`config.mk`:
```
export PLATFORM = sky130hd
export DESIGN_NAME = mc_control
export DESIGN_NICKNAME = d
export VERILOG_FILES = /design/src/rtl/mc_control.sv
export SDC_FILE = /design/constraint.sdc
export NUM_CORES = 1
export LEC_CHECK = 0
export CAP_MARGIN = 20
export CORE_UTILIZATION = 40
export CTS_CLUSTER_DIAMETER = 60
export DETAILED_ROUTE_END_ITERATION = 7
export PLACE_DENSITY = 0.77
export SLEW_MARGIN = 40
export SYNTH_ARGS = -nofsm -noshare
export SYNTH_HDL_FRONTEND = slang
export SYNTH_SLANG_ARGS = --single-unit
```
`constraint.sdc`:
```
create_clock -name clk -period 2.3 [get_ports clk]
set_clock_uncertainty 0.2 [all_clocks]
set_input_delay 0.575 -clock clk [delete_from_list [all_inputs] [get_ports clk]]
set_output_delay 0.575 -clock clk [all_outputs]
set_load 0.01 [all_outputs]
```
`src/rtl/mc_control.sv`:
```
// -----------------------------------------------------------------------------
// mc_control -- multi-cycle MIPS-I main control unit.
//
// A Moore FSM steps each instruction through FETCH / DECODE / EXECUTE / MEM /
// WRITEBACK over a single shared memory port. mem_ready stretches the
// memory-facing states (FETCH, MEMRD, MEMWR) for variable-latency memory.
// Unknown opcodes either trap (illegal pulse, no architectural effect) or,
// when TRAP_ILLEGAL=0, execute as J for legacy compatibility. A free-running
// wrap-around counter tracks retired instructions.
//
// Ports:
//   clk            rising-edge clock
//   rst_n          asynchronous active-low reset
//   opcode         IR[31:26], sampled in DECODE
//   zero           ALU zero flag (used by the datapath with pc_write_cond)
//   mem_ready      memory completes the current access this cycle
//   pc_write       unconditional PC load
//   pc_write_cond  PC load if zero (BEQ)
//   iord           memory address select: 0 = PC, 1 = ALUOut
//   mem_read       memory read request
//   mem_write      memory write request
//   ir_write       instruction register load
//   mem_to_reg     write-back source: 1 = MDR
//   reg_dst        destination register: 1 = rd, 0 = rt
//   reg_write      register file write
//   alu_src_a      0 = PC, 1 = A
//   alu_src_b      00 = B, 01 = 4, 10 = sext imm, 11 = sext imm << 2
//   alu_op         00 add, 01 sub, 10 funct, 11 or
//   pc_src         00 = ALU, 01 = ALUOut, 10 = jump target
//   illegal        one-cycle pulse on an unknown opcode
//   retired        retired-instruction count (wraps)
//   state_o        current state encoding (debug)
// -----------------------------------------------------------------------------
module mc_control #(
  parameter int OPCODE_W     = 6,    // MIPS-I decode assumes exactly 6
  parameter int CNT_W        = 32,
  parameter bit TRAP_ILLEGAL = 1'b1
) (
  input  logic                clk,
  input  logic                rst_n,
  input  logic [OPCODE_W-1:0] opcode,
  input  logic                zero,
  input  logic                mem_ready,
  output logic                pc_write,
  output logic                pc_write_cond,
  output logic                iord,
  output logic                mem_read,
  output logic                mem_write,
  output logic                ir_write,
  output logic                mem_to_reg,
  output logic                reg_dst,
  output logic                reg_write,
  output logic                alu_src_a,
  output logic [1:0]          alu_src_b,
  output logic [1:0]          alu_op,
  output logic [1:0]          pc_src,
  output logic                illegal,
  output logic [CNT_W-1:0]    retired,
  output logic [3:0]          state_o
);

  typedef enum logic [3:0] {
    S_IDLE   = 4'd0,
    S_FETCH  = 4'd1,
    S_DECODE = 4'd2,
    S_MEMADR = 4'd3,
    S_MEMRD  = 4'd4,
    S_MEMWB  = 4'd5,
    S_MEMWR  = 4'd6,
    S_RTEXE  = 4'd7,
    S_ALUWB  = 4'd8,
    S_BEQ    = 4'd9,
    S_IMMEXE = 4'd10,
    S_IMMWB  = 4'd11,
    S_JUMP   = 4'd12,
    S_TRAP   = 4'd13
  } state_t;

  localparam logic [OPCODE_W-1:0] OP_RTYPE = OPCODE_W'(6'b000000);
  localparam logic [OPCODE_W-1:0] OP_LW    = OPCODE_W'(6'b100011);
  localparam logic [OPCODE_W-1:0] OP_SW    = OPCODE_W'(6'b101011);
  localparam logic [OPCODE_W-1:0] OP_BEQ   = OPCODE_W'(6'b000100);
  localparam logic [OPCODE_W-1:0] OP_ADDI  = OPCODE_W'(6'b001000);
  localparam logic [OPCODE_W-1:0] OP_ORI   = OPCODE_W'(6'b001101);
  localparam logic [OPCODE_W-1:0] OP_J     = OPCODE_W'(6'b000010);

  // Registered control word. 'fetch' marks FETCH so the two Mealy outputs
  // (ir_write, pc_write) can be qualified by mem_ready outside the register.
  typedef struct packed {
    logic       pc_write_u;
    logic       pc_write_cond;
    logic       iord;
    logic       mem_read;
    logic       mem_write;
    logic       fetch;
    logic       mem_to_reg;
    logic       reg_dst;
    logic       reg_write;
    logic       alu_src_a;
    logic [1:0] alu_src_b;
    logic [1:0] alu_op;
    logic [1:0] pc_src;
    logic       illegal;
  } ctl_t;

  state_t                r_state;
  state_t                w_next_state;
  ctl_t                  r_ctl;
  logic [OPCODE_W-1:0]   r_opcode;
  logic [CNT_W-1:0]      r_retired;
  logic                  w_retire;
  logic                  w_next_is_ori;
  logic                  w_unused;

  // The FSM only observes zero indirectly through pc_write_cond.
  assign w_unused = zero;

  // Control word for the state being entered. The ORI flag only matters for
  // IMMEXE, which is only ever entered from DECODE, so the live opcode at the
  // DECODE edge is the value that gets registered.
  function automatic ctl_t ctl_for(input state_t s, input logic is_ori);
    ctl_t c;
    c = '0;
    case (s)
      S_FETCH: begin
        c.mem_read  = 1'b1;
        c.alu_src_b = 2'b01;
        c.fetch     = 1'b1;
      end
      S_DECODE: c.alu_src_b = 2'b11;
      S_MEMADR: begin
        c.alu_src_a = 1'b1;
        c.alu_src_b = 2'b10;
      end
      S_MEMRD: begin
        c.mem_read = 1'b1;
        c.iord     = 1'b1;
      end
      S_MEMWB: begin
        c.reg_write  = 1'b1;
        c.mem_to_reg = 1'b1;
      end
      S_MEMWR: begin
        c.mem_write = 1'b1;
        c.iord      = 1'b1;
      end
      S_RTEXE: begin
        c.alu_src_a = 1'b1;
        c.alu_op    = 2'b10;
      end
      S_ALUWB: begin
        c.reg_write = 1'b1;
        c.reg_dst   = 1'b1;
      end
      S_BEQ: begin
        c.alu_src_a     = 1'b1;
        c.alu_op        = 2'b01;
        c.pc_write_cond = 1'b1;
        c.pc_src        = 2'b01;
      end
      S_IMMEXE: begin
        c.alu_src_a = 1'b1;
        c.alu_src_b = 2'b10;
        c.alu_op    = is_ori ? 2'b11 : 2'b00;
      end
      S_IMMWB: c.reg_write = 1'b1;
      S_JUMP: begin
        c.pc_write_u = 1'b1;
        c.pc_src     = 2'b10;
      end
      S_TRAP:  c.illegal = 1'b1;
      default: c = '0;
    endcase
    return c;
  endfunction

  always_comb begin
    w_next_state = S_FETCH;
    case (r_state)
      S_IDLE:   w_next_state = S_FETCH;
      S_FETCH:  w_next_state = mem_ready ? S_DECODE : S_FETCH;
      S_DECODE: begin
        if (opcode == OP_RTYPE)
          w_next_state = S_RTEXE;
        else if (opcode == OP_LW || opcode == OP_SW)
          w_next_state = S_MEMADR;
        else if (opcode == OP_BEQ)
          w_next_state = S_BEQ;
        else if (opcode == OP_ADDI || opcode == OP_ORI)
          w_next_state = S_IMMEXE;
        else if (opcode == OP_J)
          w_next_state = S_JUMP;
        else
          w_next_state = TRAP_ILLEGAL ? S_TRAP : S_JUMP;
      end
      // Only LW/SW reach MEMADR, so anything but LW is treated as a store.
      S_MEMADR: w_next_state = (r_opcode == OP_LW) ? S_MEMRD : S_MEMWR;
      S_MEMRD:  w_next_state = mem_ready ? S_MEMWB : S_MEMRD;
      S_MEMWR:  w_next_state = mem_ready ? S_FETCH : S_MEMWR;
      S_RTEXE:  w_next_state = S_ALUWB;
      S_IMMEXE: w_next_state = S_IMMWB;
      default:  w_next_state = S_FETCH;  // writeback states, TRAP, codes 14/15
    endcase
  end

  assign w_next_is_ori = (opcode == OP_ORI);

  // An instruction retires on the final cycle of its sequence; TRAP never does.
  assign w_retire = (r_state == S_MEMWB) || (r_state == S_ALUWB) ||
                    (r_state == S_BEQ)   || (r_state == S_IMMWB) ||
                    (r_state == S_JUMP)  ||
                    ((r_state == S_MEMWR) && mem_ready);

  always_ff @(posedge clk or negedge rst_n) begin
    if (!rst_n) begin
      r_state   <= S_IDLE;
      r_ctl     <= '0;
      r_opcode  <= '0;
      r_retired <= '0;
    end else begin
      r_state <= w_next_state;
      r_ctl   <= ctl_for(w_next_state, w_next_is_ori);
      if (r_state == S_DECODE)
        r_opcode <= opcode;
      if (w_retire)
        r_retired <= r_retired + CNT_W'(1);
    end
  end

  assign pc_write      = r_ctl.pc_write_u | (r_ctl.fetch & mem_ready);
  assign ir_write      = r_ctl.fetch & mem_ready;
  assign pc_write_cond = r_ctl.pc_write_cond;
  assign iord          = r_ctl.iord;
  assign mem_read      = r_ctl.mem_read;
  assign mem_write     = r_ctl.mem_write;
  assign mem_to_reg    = r_ctl.mem_to_reg;
  assign reg_dst       = r_ctl.reg_dst;
  assign reg_write     = r_ctl.reg_write;
  assign alu_src_a     = r_ctl.alu_src_a;
  assign alu_src_b     = r_ctl.alu_src_b;
  assign alu_op        = r_ctl.alu_op;
  assign pc_src        = r_ctl.pc_src;
  assign illegal       = r_ctl.illegal;
  assign retired       = r_retired;
  assign state_o       = r_state;

endmodule

```
After elaboration in Yosys (flattened, before gate mapping)
Cells that the tools add are included.
Widths: inputs -> output; s select.
{ "classes": {"bitwise_logic": 2, "n_reduce_logical": 14, "n_lt_le_gt_ge": 0, "div_mod_pow": 0, "multipliers": 0, "n_addsub": 1, "shifts": 0, "eq_ne": 32, "muxes": 25} }
{ "ops": {"columns": ["op", "count"], "rows": [
  ["$eq 4x4->1 const B", 11],
  ["$add 32x1->32 const B", 1],
  ["$eq 4x3->1 const B", 8],
  ["$pmux 4 s7", 1],
  ["$eq 6x6->1 const B", 3],
  ["$eq 4x2->1 const B", 4],
  ["$mux 1", 13],
  ["$eq 6x4->1 const B", 2],
  ["$pmux 2 s3", 2],
  ["$mux 3", 3],
  ["$eq 4x1->1 const B", 2],
  ["$mux 4", 2],
  ["$logic_or 1x1->1", 7],
  ["$eq 6x2->1 const B", 1],
  ["$eq 6x3->1 const B", 1],
  ["$logic_not 6->1", 1],
  ["$mux 2", 3],
  ["$reduce_or 2->1", 3],
  ["$pmux 2 s2", 1],
  ["$reduce_or 4->1", 1],
  ["$reduce_or 3->1", 1],
  ["$and 1x1->1", 1],
  ["$logic_and 1x1->1", 1],
  ["$or 1x1->1", 1]
]} }
{ "totals": {"romBits": 0, "latchBits": 0, "memories": 0, "register_bits": 59, "out_inout_bits": 53, "elab_cells": 91, "mem_bits_rw": 0, "in_bits": 10} }

Logic depth before layout (Yosys ltp)
Gate-level depths: netlist of the first run.
{ "logic_depth": {"ltp_word": 10, "depth_mapped": 8, "ltp_nobuf": 6} }

Least setup slack after synthesis of the first run
Ideal clock, no wire load.
{ "synth_timing": {"kind": "in2reg", "start": "in opcode[0]", "end": "reg r_ctl, in the netlist alu_op[1]", "t_required_ns": 2.016, "stages": 6, "n_path_buf": 1, "setup_ns": 0.084, "setup_slack_ns": -0.002, "arrival_time_ns": 2.018, "path_cell_list": "clkbuf_1 > nor2_1 > a2111oi_2 > o22ai_1 > or4_1 > a21boi_0"} }
{ "synth_via": {"elab_chain_cells": 9, "word_cells_on_any_way": 20, "cone_classes": "9 x eq/ne; 8 x mux; 3 x reduce/logical"} }
{ "synth_lines": {"columns": ["element", "line_no", "source"], "rows": [
  ["from (decl)", "41", "input logic [OPCODE_W-1:0] opcode,"],
  ["$eq 6x2->1 (tied with other cells)", "191", "else if (opcode == OP_J)"],
  ["$mux 1 / $logic_or 1x1->1 (equally long branches)", "191, 189", null],
  ["$mux 3", "189", "else if (opcode == OP_ADDI || opcode == OP_ORI)"],
  ["$mux 3", "187", "else if (opcode == OP_BEQ)"],
  ["$mux 4", "185", "else if (opcode == OP_LW || opcode == OP_SW)"],
  ["$mux 4", "183", "if (opcode == OP_RTYPE)"],
  ["$pmux 4 s7", "179", "case (r_state)"],
  ["$eq 4x4->1 / $eq 4x3->1 (equally long branches)", "124", "case (s)"],
  ["$pmux 2 s3 (*)", "124", null],
  ["to (signal assigned)", "222", "r_ctl <= ctl_for(w_next_state, w_next_is_ori);"],
  ["to (decl)", "108", "ctl_t r_ctl;"]
]} }
Mark *: on every way between the ends. The rest lies on a longest branch, timed or not.
A chain may end at the register's enable or synchronous reset.

Final worst setup path of the first run
{ "layout_timing": {"start": "in mem_ready", "end": "out pc_write"} }
{ "layout_via": {"elab_chain_cells": 2} }
{ "layout_lines": {"columns": ["element", "line_no", "source"], "rows": [
  ["from (decl)", "43", "input logic mem_ready,"],
  ["$and 1x1->1", "230", "assign pc_write = r_ctl.pc_write_u | (r_ctl.fetch & mem_ready);"],
  ["$or 1x1->1", "230", null],
  ["to (decl)", "44", "output logic pc_write,"]
]} }
Every way passes these cells.

==> results of run 1 <==
==> cell type report <==
class | instances | share of cell area [%]
inverter | 6 | 0.588
tap | 77 | 2.52
timing repair buffer | 92 | 21.8
clock buffer | 10 | 3.59
multi-input combinational | 179 | 32.5
sequential | 58 | 37.9
clock inverter | 6 | 1.08
==> stage by stage <==
step                utilization (%)  cell area [um^2]
floorplan                         -              2770
global placement               55.3              3610
detailed placement             55.3              3610
CTS                            58.4              3810
global route                   58.6              3830
finish                         58.6              3830
==> cell usage in the layout, fill, tap and decap left out, types with 2 or more instances in the layout <==
master / netlist / final
sky130_fd_sc_hd__nor3_1: 4 / 4
sky130_fd_sc_hd__nand2b_1: 6 / 6
sky130_fd_sc_hd__o21ai_1: 0 / 2
sky130_fd_sc_hd__o22ai_1: 2 / 2
sky130_fd_sc_hd__clkinv_2: 0 / 2
sky130_fd_sc_hd__or3_1: 2 / 2
sky130_fd_sc_hd__dfrtp_1: 58 / 57
sky130_fd_sc_hd__o21a_1: 3 / 3
sky130_fd_sc_hd__and3_1: 7 / 7
sky130_fd_sc_hd__nor4b_1: 2 / 2
sky130_fd_sc_hd__nor3b_1: 3 / 2
sky130_fd_sc_hd__nand2_1: 23 / 23
sky130_fd_sc_hd__buf_4: 7 / 30
sky130_fd_sc_hd__clkinvlp_4: 0 / 3
sky130_fd_sc_hd__xor2_1: 13 / 13
sky130_fd_sc_hd__nor2b_1: 4 / 4
sky130_fd_sc_hd__or2_2: 4 / 3
sky130_fd_sc_hd__nand3_1: 8 / 8
sky130_fd_sc_hd__o21ai_0: 7 / 4
sky130_fd_sc_hd__clkbuf_8: 0 / 10
sky130_fd_sc_hd__and2_1: 2 / 2
sky130_fd_sc_hd__clkdlybuf4s50_1: 0 / 51
sky130_fd_sc_hd__nor2_1: 22 / 22
sky130_fd_sc_hd__nor4_2: 0 / 2
sky130_fd_sc_hd__a21oi_1: 6 / 5
sky130_fd_sc_hd__xnor2_1: 22 / 22
sky130_fd_sc_hd__clkbuf_2: 0 / 2
sky130_fd_sc_hd__mux2_2: 7 / 7
sky130_fd_sc_hd__inv_1: 6 / 6
sky130_fd_sc_hd__dlygate4sd2_1: 0 / 6
sky130_fd_sc_hd__nand4_1: 7 / 7
==> routing by layer <==
layer  share of wire (%)  wire, um  track usage [%]
met5                   0         0                0
met3                 5.8       333             5.84
met2                  47      2710             27.8
met4                 2.4       138             8.63
met1                  44      2540             22.4
==> worst paths after layout <==
| path | depth (start not counted) | from | endpoint | slack (ps) |
|---|---|---|---|---|
| worst min register to register | 1 | retired[26] | retired[26] | 290 |
| max in group asynchronous | 2 | rst_n | state_o[1] | 1610 |
| worst min-delay path | 2 | rst_n | retired[26] | 30 |
| worst max-delay path | 4 | mem_ready | pc_write | 40 |
| worst max register to register | 6 | retired[3] | retired[31] | 160 |
| min in group clk | 1 | retired[26] | retired[26] | 290 |
==> where the power goes <==
| group | internal [W] | switching [W] |
|---|---|---|
| Sequential | 0.00124 | 0.000150 |
| Combinational | 0.000838 | 0.000694 |
| Clock | 0.000419 | 0.000427 |
| Total | 0.00249 | 0.00127 |
==> logic make-up (layout without fill, tap and decap cells) <==
kind of cell | after synthesis | in the layout
buffers and inverters | 21 | 114
multiplexers | 7 | 7
adder cells (fa/ha/maj) | 1 | 1
flip-flops | 58 | 58
AND/OR/NAND/NOR | 109 | 109
AO/OA/AOI/OAI | 27 | 27
XOR/XNOR | 35 | 35
==> timing repair <==
action                     4_1_cts  5_1_grt
buffers inserted                 2        0
setup endpoints to repair       17        6
resized for setup               16       10
hold buffers                     0        0
pin swaps                        2        5
==> results.md, run 1 <==
### Run status
* result of the run: complete, no violations

### Power and ir drop
* maximum VDD drop: 400 uV
* Leakage Power: 1.71 nW
* power per unit of standard cell area: 983 nW/um^2
* total power: 0.00376 W

### Detailed routing
* length of the first detailed-routing pass in iterations: 4
* remaining number of nets flagged by the antenna check after routing: 0
* number of vias per cell after detailed routing: 5.04
* post-detailed-route DRC marker count: 0
* total vias in the final route: 2158
* routed length per instance: 13.4 um
* DRT Wirelength: 5720 um
* number of DRC violations after detailed-routing iteration 0: 69

### Synth
* number of distinct library cells after synthesis: 47
* post-synth net total: 269
* top area cells in the synthesized netlist: sky130_fd_sc_hd__dfrtp_1 (52%), sky130_fd_sc_hd__xnor2_1 (7.0%), sky130_fd_sc_hd__xor2_1 (4.1%)
* Post-Synthesis Cells: 258
* Warnings, synthesis: 0
* area fraction of the dominant cell type after synthesis: 52.4%
* share of the synthesized area in compound gates (AO/OA/AOI/OAI): 7.27%
* #FFs+latches synth: 58
* mean instance size in the synthesized netlist: 10.7 um^2
* Synth Area in XOR/XNOR: 11.1%
* share of cell area taken by muxes after synthesis: 2.85%
* Post-synth EDFFs: 0
* Commonest cells post-synth: sky130_fd_sc_hd__dfrtp_1 (58), sky130_fd_sc_hd__nand2_1 (23), sky130_fd_sc_hd__nor2_1 (22), sky130_fd_sc_hd__xnor2_1 (22), sky130_fd_sc_hd__xor2_1 (13)
* main flop type after synthesis: sky130_fd_sc_hd__dfrtp_1
* largest family of logic cells by synthesized area: simple AND/OR/NAND/NOR gates
* mapped cell area: 2770 um^2
* most frequent cell after synthesis: sky130_fd_sc_hd__dfrtp_1
* area share of fa/ha/maj cells after synthesis: 0.452%
* async set-or-reset flop fraction in the synthesized netlist: 100%
* simple-gate share of the synthesized area: 22.0%
* fraction of the yosys area taken by sequential cells: 52.4%
* cell taking the most area after synthesis: sky130_fd_sc_hd__dfrtp_1

### STA
* Setup violations, final: 0
* fin crit share: 98.4%
* Setup TNS Final: 0 ps
* Relative slew margins: 78.2%
* final-report hold violation count: 0
* maximum achievable frequency: 442 MHz
* worst hold slack: 28.3 ps
* Worst Max-Slew Pin Slew: 324 ps
* number of pins exceeding their max-slew limit in the final report: 0
* final worst setup slack: 37.8 ps
* final critical delay including setup and external delays: 2260 ps
* unrepaired setup endpoints after global routing: false

### GRT
* maximum number of pins on one net before global-route repair: 59
* GRT Util Overall: 17.8%
* first-pass GRT wire length: 10000 um
* vias in the first global route: 2180
* antenna violations before repair: 0
* global route overflow: 0

### Floorplanning
* starting utilization of the core area: 42.4%
* Die Wd: 85.2 um
* Core ar.: 6530 um^2
* y dimension of the die: 85.2 um
* number of cell rows: 29
* die outline area: 7260 um^2
* # IOs: 63

### Clock network
* clock sink count: 58
* Worst-Skew Late Latency: 340 ps
* TritonCTS clock tree: yes
* clock input transition at the sequential cells of the worst setup and hold paths: 70 ps
* clock tree root buffer cell: sky130_fd_sc_hd__clkbuf_8
* Num CTS Buffers: 9
* maximum number of buffers from clock root to sink: 2
* CTS H-Tree Depth: 3

### Setup path
* Worst EP arrival: 1490 ps
* CP delay by family, top: buffers and inverters
* Max Fanout on Critical Path: 3
* CP Capture Type: output pin
* CP cell instances: dlygate4sd2_1 -> and2_1 -> or2_2 -> clkdlybuf4s15_1
* startpoint type of the worst setup path: input port
* Crit-path slowest cell: sky130_fd_sc_hd__dlygate4sd2_1
* stage delay of the slowest cell on the critical path: 270 ps
* Required @ worst endpoint: 1520 ps
* Buf+Inv Stages, Crit Path: 2
* type of the worst setup path: input port to output pin

### Finish
* count of filler cells inserted in the layout: 554
* synth-to-layout area growth: 38.2%
* total area of sequential cells: 1450 um^2
* area of the multi-input gates: 1240 um^2
* number of non-filler instances in the completed layout: 428
* share of cells above drive strength 1: 21.9%
* Post-layout nets: 357
* count of antenna diodes in the layout: 0
* flip-flop count of the largest register, all copies and words added: 32

### Placed design
* hpwl dp: 4090 um
* Cells after DPL: 410
* number of port buffers: 61
* Placement Setup Slack: -611 ps
* GP Congestion: 0.836

### Hold path
* Tightest Hold Check Type: input port to async pin

### Job
* number of max-cap violations: 0

Power figures use the tool's default switching activity.
==> run 2: changes to the inputs <==
--- a/config.mk
+++ b/config.mk
@@ -6,10 +6,11 @@
 export NUM_CORES = 1
 export LEC_CHECK = 0
 export CAP_MARGIN = 20
+export CORE_MARGIN = 3
 export CORE_UTILIZATION = 40
 export CTS_CLUSTER_DIAMETER = 60
 export DETAILED_ROUTE_END_ITERATION = 7
-export PLACE_DENSITY = 0.77
+export PLACE_DENSITY = 0.74
 export SLEW_MARGIN = 40
 export SYNTH_ARGS = -nofsm -noshare
 export SYNTH_HDL_FRONTEND = slang
==> constraint.sdc (replaced) <==
create_clock -name clk -period 2.5 [get_ports clk]
set_clock_uncertainty 0.2 [all_clocks]
set_input_delay 0.625 -clock clk [delete_from_list [all_inputs] [get_ports clk]]
set_output_delay 0.625 -clock clk [all_outputs]
set_load 0.01 [all_outputs]
==> results.md, run 2 (same netlist as run 1, synthesis figures left out) <==
### STA
* Relative slew margins: 72.0%
* Worst Max-Slew Pin Slew: 420 ps
* Setup violations, final: 0
* final critical delay including setup and external delays: 2430 ps
* unrepaired setup endpoints after global routing: false
* number of pins exceeding their max-slew limit in the final report: 0
* fin crit share: 97.1%
* final-report hold violation count: 0
* maximum achievable frequency: 412 MHz

### Placed design
* GP Congestion: 0.784
* hpwl dp: 4250 um
* number of port buffers: 61
* total cell area at the placement stage: 3560 um^2

### Clock network
* maximum number of buffers from clock root to sink: 2
* Worst-Skew Late Latency: 330 ps
* clock sink count: 58
* CTS H-Tree Depth: 3
* clock tree root buffer cell: sky130_fd_sc_hd__clkbuf_8
* Num CTS Buffers: 9
* clock input transition at the sequential cells of the worst setup and hold paths: 60 ps
* TritonCTS clock tree: yes
* buffer count from post-CTS setup fixing: 0

### Setup path
* worst setup path start: opcode[1]
* type of the worst setup path: input port to flop
* startpoint of the lowest-slack register-to-register path: retired[4]
* Max Fanout on Critical Path: 6
* Required @ worst endpoint: 2550 ps
* startpoint type of the worst setup path: input port
* Worst EP arrival: 2480 ps
* CP Capture Type: flop

### Finish
* most common library cell in the layout ignoring fill and taps: sky130_fd_sc_hd__dfrtp_1
* area of the multi-input gates: 1230 um^2
* flip-flop count of the largest register, all copies and words added: 32
* most frequent cells in the layout: sky130_fd_sc_hd__dfrtp_1 (58), sky130_fd_sc_hd__clkdlybuf4s50_1 (54), sky130_fd_sc_hd__nand2_1 (23)
* summed area of non-filler cells in the final layout: 3760 um^2
* count of filler cells inserted in the layout: 567
* share of cells above drive strength 1: 17.6%
* Post-layout nets: 349
* synth-to-layout area growth: 35.6%
* total area of sequential cells: 1450 um^2
* count of antenna diodes in the layout: 0

### Floorplanning
* number of cell rows: 29
* die outline area: 7960 um^2
* y dimension of the die: 89.2 um
* Die Wd: 89.2 um
* starting utilization of the core area: 42.4%
* Core ar.: 6530 um^2
* # IOs: 63

### GRT
* vias in the first global route: 2049
* antenna violations before repair: 0
* maximum number of pins on one net before global-route repair: 34
* GRT Util Overall: 16.1%
* first-pass GRT wire length: 9720 um
* global route overflow: 0

### Detailed routing
* total vias in the final route: 2101
* length of the first detailed-routing pass in iterations: 4
* post-detailed-route DRC marker count: 0
* number of vias per cell after detailed routing: 5.03
* remaining number of nets flagged by the antenna check after routing: 0
* number of DRC violations after detailed-routing iteration 0: 51
* DRT Wirelength: 5710 um
* routed length per instance: 13.7 um

### Run status
* result of the run: complete, no violations

### Power and ir drop
* maximum VDD drop: 462 uV
* Leakage Power: 1.68 nW
* power per unit of standard cell area: 878 nW/um^2
* total power: 0.00330 W

### Hold path
* hold path startpoint: retired[31]
* Tightest Hold Check Type: flop to flop

### Job
* number of max-cap violations: 0

==> run 2: changes by cell type in the layout (fill, tap and decap cells not counted), sizes merged <==
cell and delta:
buf -9, clkbuf -1, clkdlybuf4s15 -1, clkdlybuf4s50 +3, clkinvlp -2, dlygate4sd2 -1
dlygate4sd3 +1, dlymetal6s2s +1, inv -1
==> run 2: where the power goes <==
group / internal, W / total (W) / switching [W]
registers: 0.00114 / 0.00131 / 0.000168
clock network: 0.000372 / 0.000710 / 0.000338
logic: 0.000693 / 0.00128 / 0.000590
total: 0.00220 / 0.00330 / 0.00110
==> run 2: critical path, cell delays in order <==
cell	delay [ps]
sky130_fd_sc_hd__clkdlybuf4s50_1	420
sky130_fd_sc_hd__buf_6	140
sky130_fd_sc_hd__xnor2_1	110
sky130_fd_sc_hd__o32ai_1	260
sky130_fd_sc_hd__nand2_1	110
sky130_fd_sc_hd__a31o_4	240
sky130_fd_sc_hd__or4_1	420
sky130_fd_sc_hd__a21boi_1	140
==> run 2: layer usage <==
layer	up-vias	part of all wire, %	global-route usage [%]
met2	57	50	24.5
met3	6	5.5	5.35
met4	0	0.81	7.31
met1	1003	44	20.7
met5	-	0	0
li1	1035	-	-
==> run 2: final cells by class <==
cell class                 instances  share of cell area (%)
clock inverter                     3                   0.466
clock buffer                      11                    3.76
tap                               77                    2.56
inverter                           6                   0.600
multi-input combinational        179                    32.8
timing repair buffer              84                    21.1
sequential                        58                    38.6
==> run 2: through the flow <==
step / setup slack, ps / setup TNS [ps] / hold slack [ps] / std cells / utilization (%)
6_report: 73.6 / 0 / 286 / 418 / 57.5
2_1_floorplan: 148 / 0 / 129 / 258 / -
5_1_grt: 15.5 / 0 / 304 / 418 / 57.5
3_3_place_gp: -380 / -6170 / 263 / 403 / 54.5
4_1_cts: 11.3 / 0 / 289 / 418 / 57.0
3_5_place_dp: -404 / -7200 / 280 / 403 / 54.5
==> run 2: timing repair <==
item,CTS,global route
endpoints found under the hold margin,8,0
endpoints found under the setup margin,5,8
pin swaps,0,5
gates resized for setup,6,8
hold buffers,1,0
==> run 2: path summary, 6_finish.rpt <==
path	slack (ps)	cells past startpoint	endpoint
min in group asynchronous	500	2	reg_dst
max	70	8	alu_op[1]
min	290	1	retired[31]
min reg2reg	290	1	retired[31]
max reg2reg	250	6	retired[31]
max in group asynchronous	1110	3	retired[27]
==> run 3: changes to the inputs <==
==> constraint.sdc (replaced) <==
create_clock -name clk -period 2.5 [get_ports clk]
set_clock_uncertainty 0.2 [all_clocks]
set_input_delay 0.375 -clock clk [delete_from_list [all_inputs] [get_ports clk]]
set_output_delay 0.375 -clock clk [all_outputs]
set_load 0.01 [all_outputs]
==> results.md, run 3 (same netlist as run 1, synthesis figures left out) <==
### Power and ir drop
* internal power contribution: 0.00232 W
* total power: 0.00339 W
* power per unit of standard cell area: 908 nW/um^2
* proportion of power drawn by combinational gates: 36.2%
* maximum VDD drop: 379 uV
* Sequential Power Share: 38.5%
* net switching fraction of the power: 31.7%
* Leakage Power: 1.65 nW
* Clk network pwr share: 25.3%
* power dissipated by switching net loads: 0.00107 W

### Setup path
* Required @ worst endpoint: 2540 ps
* Crit-path slowest cell: sky130_fd_sc_hd__clkdlybuf4s50_1
* CP cell instances: clkdlybuf4s50_1 -> buf_4 -> xnor2_1 -> o32ai_1 -> nand2_1 -> a31o_2 -> or4_1 -> a21boi_0
* Max Fanout on Critical Path: 5
* CP delay by family, top: buffers and inverters
* type of the worst setup path: input port to flop
* stage delay of the slowest cell on the critical path: 490 ps
* startpoint type of the worst setup path: input port
* worst-case register-to-register setup slack: 270 ps
* startpoint of the lowest-slack register-to-register path: retired[4]
* CP Capture Type: flop
* count of cells along the worst register-to-register path: 6
* Buf+Inv Stages, Crit Path: 2
* worst flop-to-flop path endpoint: retired[31]
* Worst EP arrival: 2370 ps

### Finish
* Post-layout nets: 344
* count of antenna diodes in the layout: 0
* most common library cell in the layout ignoring fill and taps: sky130_fd_sc_hd__clkdlybuf4s50_1
* synth-to-layout area growth: 34.8%
* share of cells above drive strength 1: 15.4%
* summed area of non-filler cells in the final layout: 3730 um^2
* number of non-filler instances in the completed layout: 415
* flip-flop count of the largest register, all copies and words added: 32
* most frequent cells in the layout: sky130_fd_sc_hd__clkdlybuf4s50_1 (59), sky130_fd_sc_hd__dfrtp_1 (58), sky130_fd_sc_hd__nand2_1 (23)

### Floorplanning
* number of cell rows: 29
* Die Wd: 89.2 um
* Core ar.: 6530 um^2
* die outline area: 7960 um^2
* # IOs: 63
* starting utilization of the core area: 42.4%
* y dimension of the die: 89.2 um

### Detailed routing
* number of DRC violations after detailed-routing iteration 0: 63
* number of vias per cell after detailed routing: 5.04
* DRT Wirelength: 5640 um
* length of the first detailed-routing pass in iterations: 5
* remaining number of nets flagged by the antenna check after routing: 0
* total vias in the final route: 2090
* routed length per instance: 13.6 um
* post-detailed-route DRC marker count: 0

### Hold path
* Worst Hold Endpoint: retired[26]
* Tightest Hold Check Type: flop to flop
* hold path startpoint: retired[26]
* Hold Path Cell Cnt: 1

### Clock network
* CTS H-Tree Depth: 3
* clock input transition at the sequential cells of the worst setup and hold paths: 60 ps
* clock tree root buffer cell: sky130_fd_sc_hd__clkbuf_8
* Num CTS Buffers: 9
* Worst-Skew Late Latency: 330 ps
* TritonCTS clock tree: yes
* maximum number of buffers from clock root to sink: 2
* clock sink count: 58

### STA
* Worst Max-Slew Pin Slew: 593 ps
* number of pins exceeding their max-slew limit in the final report: 0
* unrepaired setup endpoints after global routing: false
* final-report hold violation count: 0
* maximum achievable frequency: 430 MHz
* fin crit share: 93.1%
* Setup TNS Final: 0 ps
* Relative slew margins: 60.5%
* Setup violations, final: 0
* final critical delay including setup and external delays: 2330 ps

### Placed design
* GP Congestion: 0.763
* Cells after DPL: 398
* hpwl dp: 4110 um
* number of port buffers: 61
* total cell area at the placement stage: 3520 um^2

### Run status
* result of the run: complete, no violations

### GRT
* maximum number of pins on one net before global-route repair: 34
* vias in the first global route: 2068
* global route overflow: 0
* first-pass GRT wire length: 9580 um
* GRT Util Overall: 15.8%
* antenna violations before repair: 0

### Job
* number of max-cap violations: 0

-- run 3: changes by cell type in the layout (fill, tap and decap cells not counted), moves of 2 or more --
| cell | change |
|---|---|
| sky130_fd_sc_hd__clkbuf_1 | +2 |
| sky130_fd_sc_hd__clkdlybuf4s50_1 | +5 |
| sky130_fd_sc_hd__nor3b_1 | +2 |
| sky130_fd_sc_hd__dlygate4sd2_1 | -5 |
| sky130_fd_sc_hd__nor3b_2 | -2 |
| sky130_fd_sc_hd__buf_4 | -4 |
-- run 3: cell type report --
type                    count  area [um^2]
clock buffers              14          163
flip-flops and latches     58         1450
inverters                   6         22.5
repair buffers             79          758
fillers                   582         2800
clock inverters             2         35.0
multi-input cells         179         1210
well taps                  77         96.3
-- run 3: through the flow --
stage	setup WS [ps]	util (%)	hold WS, ps
3_3_place_gp	-136	54.0	211
3_5_place_dp	-166	54.0	213
2_1_floorplan	296	-	-121
5_1_grt	6.51	57.2	304
6_report	172	57.2	285
4_1_cts	11.9	57.1	288
-- run 3: per-layer routing --
layer	track usage [%]	vias to the layer above	share of wire, %
li1	-	1026	-
met4	4.19	0	0.41
met1	20.1	997	45
met2	24.3	65	49
met3	7.47	2	6.1
met5	0	-	0
-- run 3: how the worst max path moves through the flow --
stage,start,to,cells after the start,slack [ps]
finish,opcode[3],alu_op[1],8,170
global route,opcode[3],alu_op[1],8,7
CTS,mem_ready,pc_write,5,10
detailed placement,opcode[3],alu_op[1],8,-170
global placement,opcode[3],alu_op[1],8,-140
floorplan,retired[4],retired[31],6,300
-- run 3: power groups by stage --
stage | sequential, W | clock [W] | combinational [W]
after floorplan | 0.00131 | 0 | 0.000743
after global placement | 0.00132 | 0 | 0.00122
after detailed placement | 0.00132 | 0 | 0.00124
after CTS | 0.00131 | 0.000889 | 0.00124
after global routing | 0.00134 | 0.000933 | 0.00136
final | 0.00130 | 0.000857 | 0.00123
-- run 3: timing repair --
action,4_1_cts,5_1_grt
hold buffers,1,0
hold endpoints to repair,25,0
setup endpoints to repair,0,1
buffers inserted,0,0
gates resized for setup,0,1
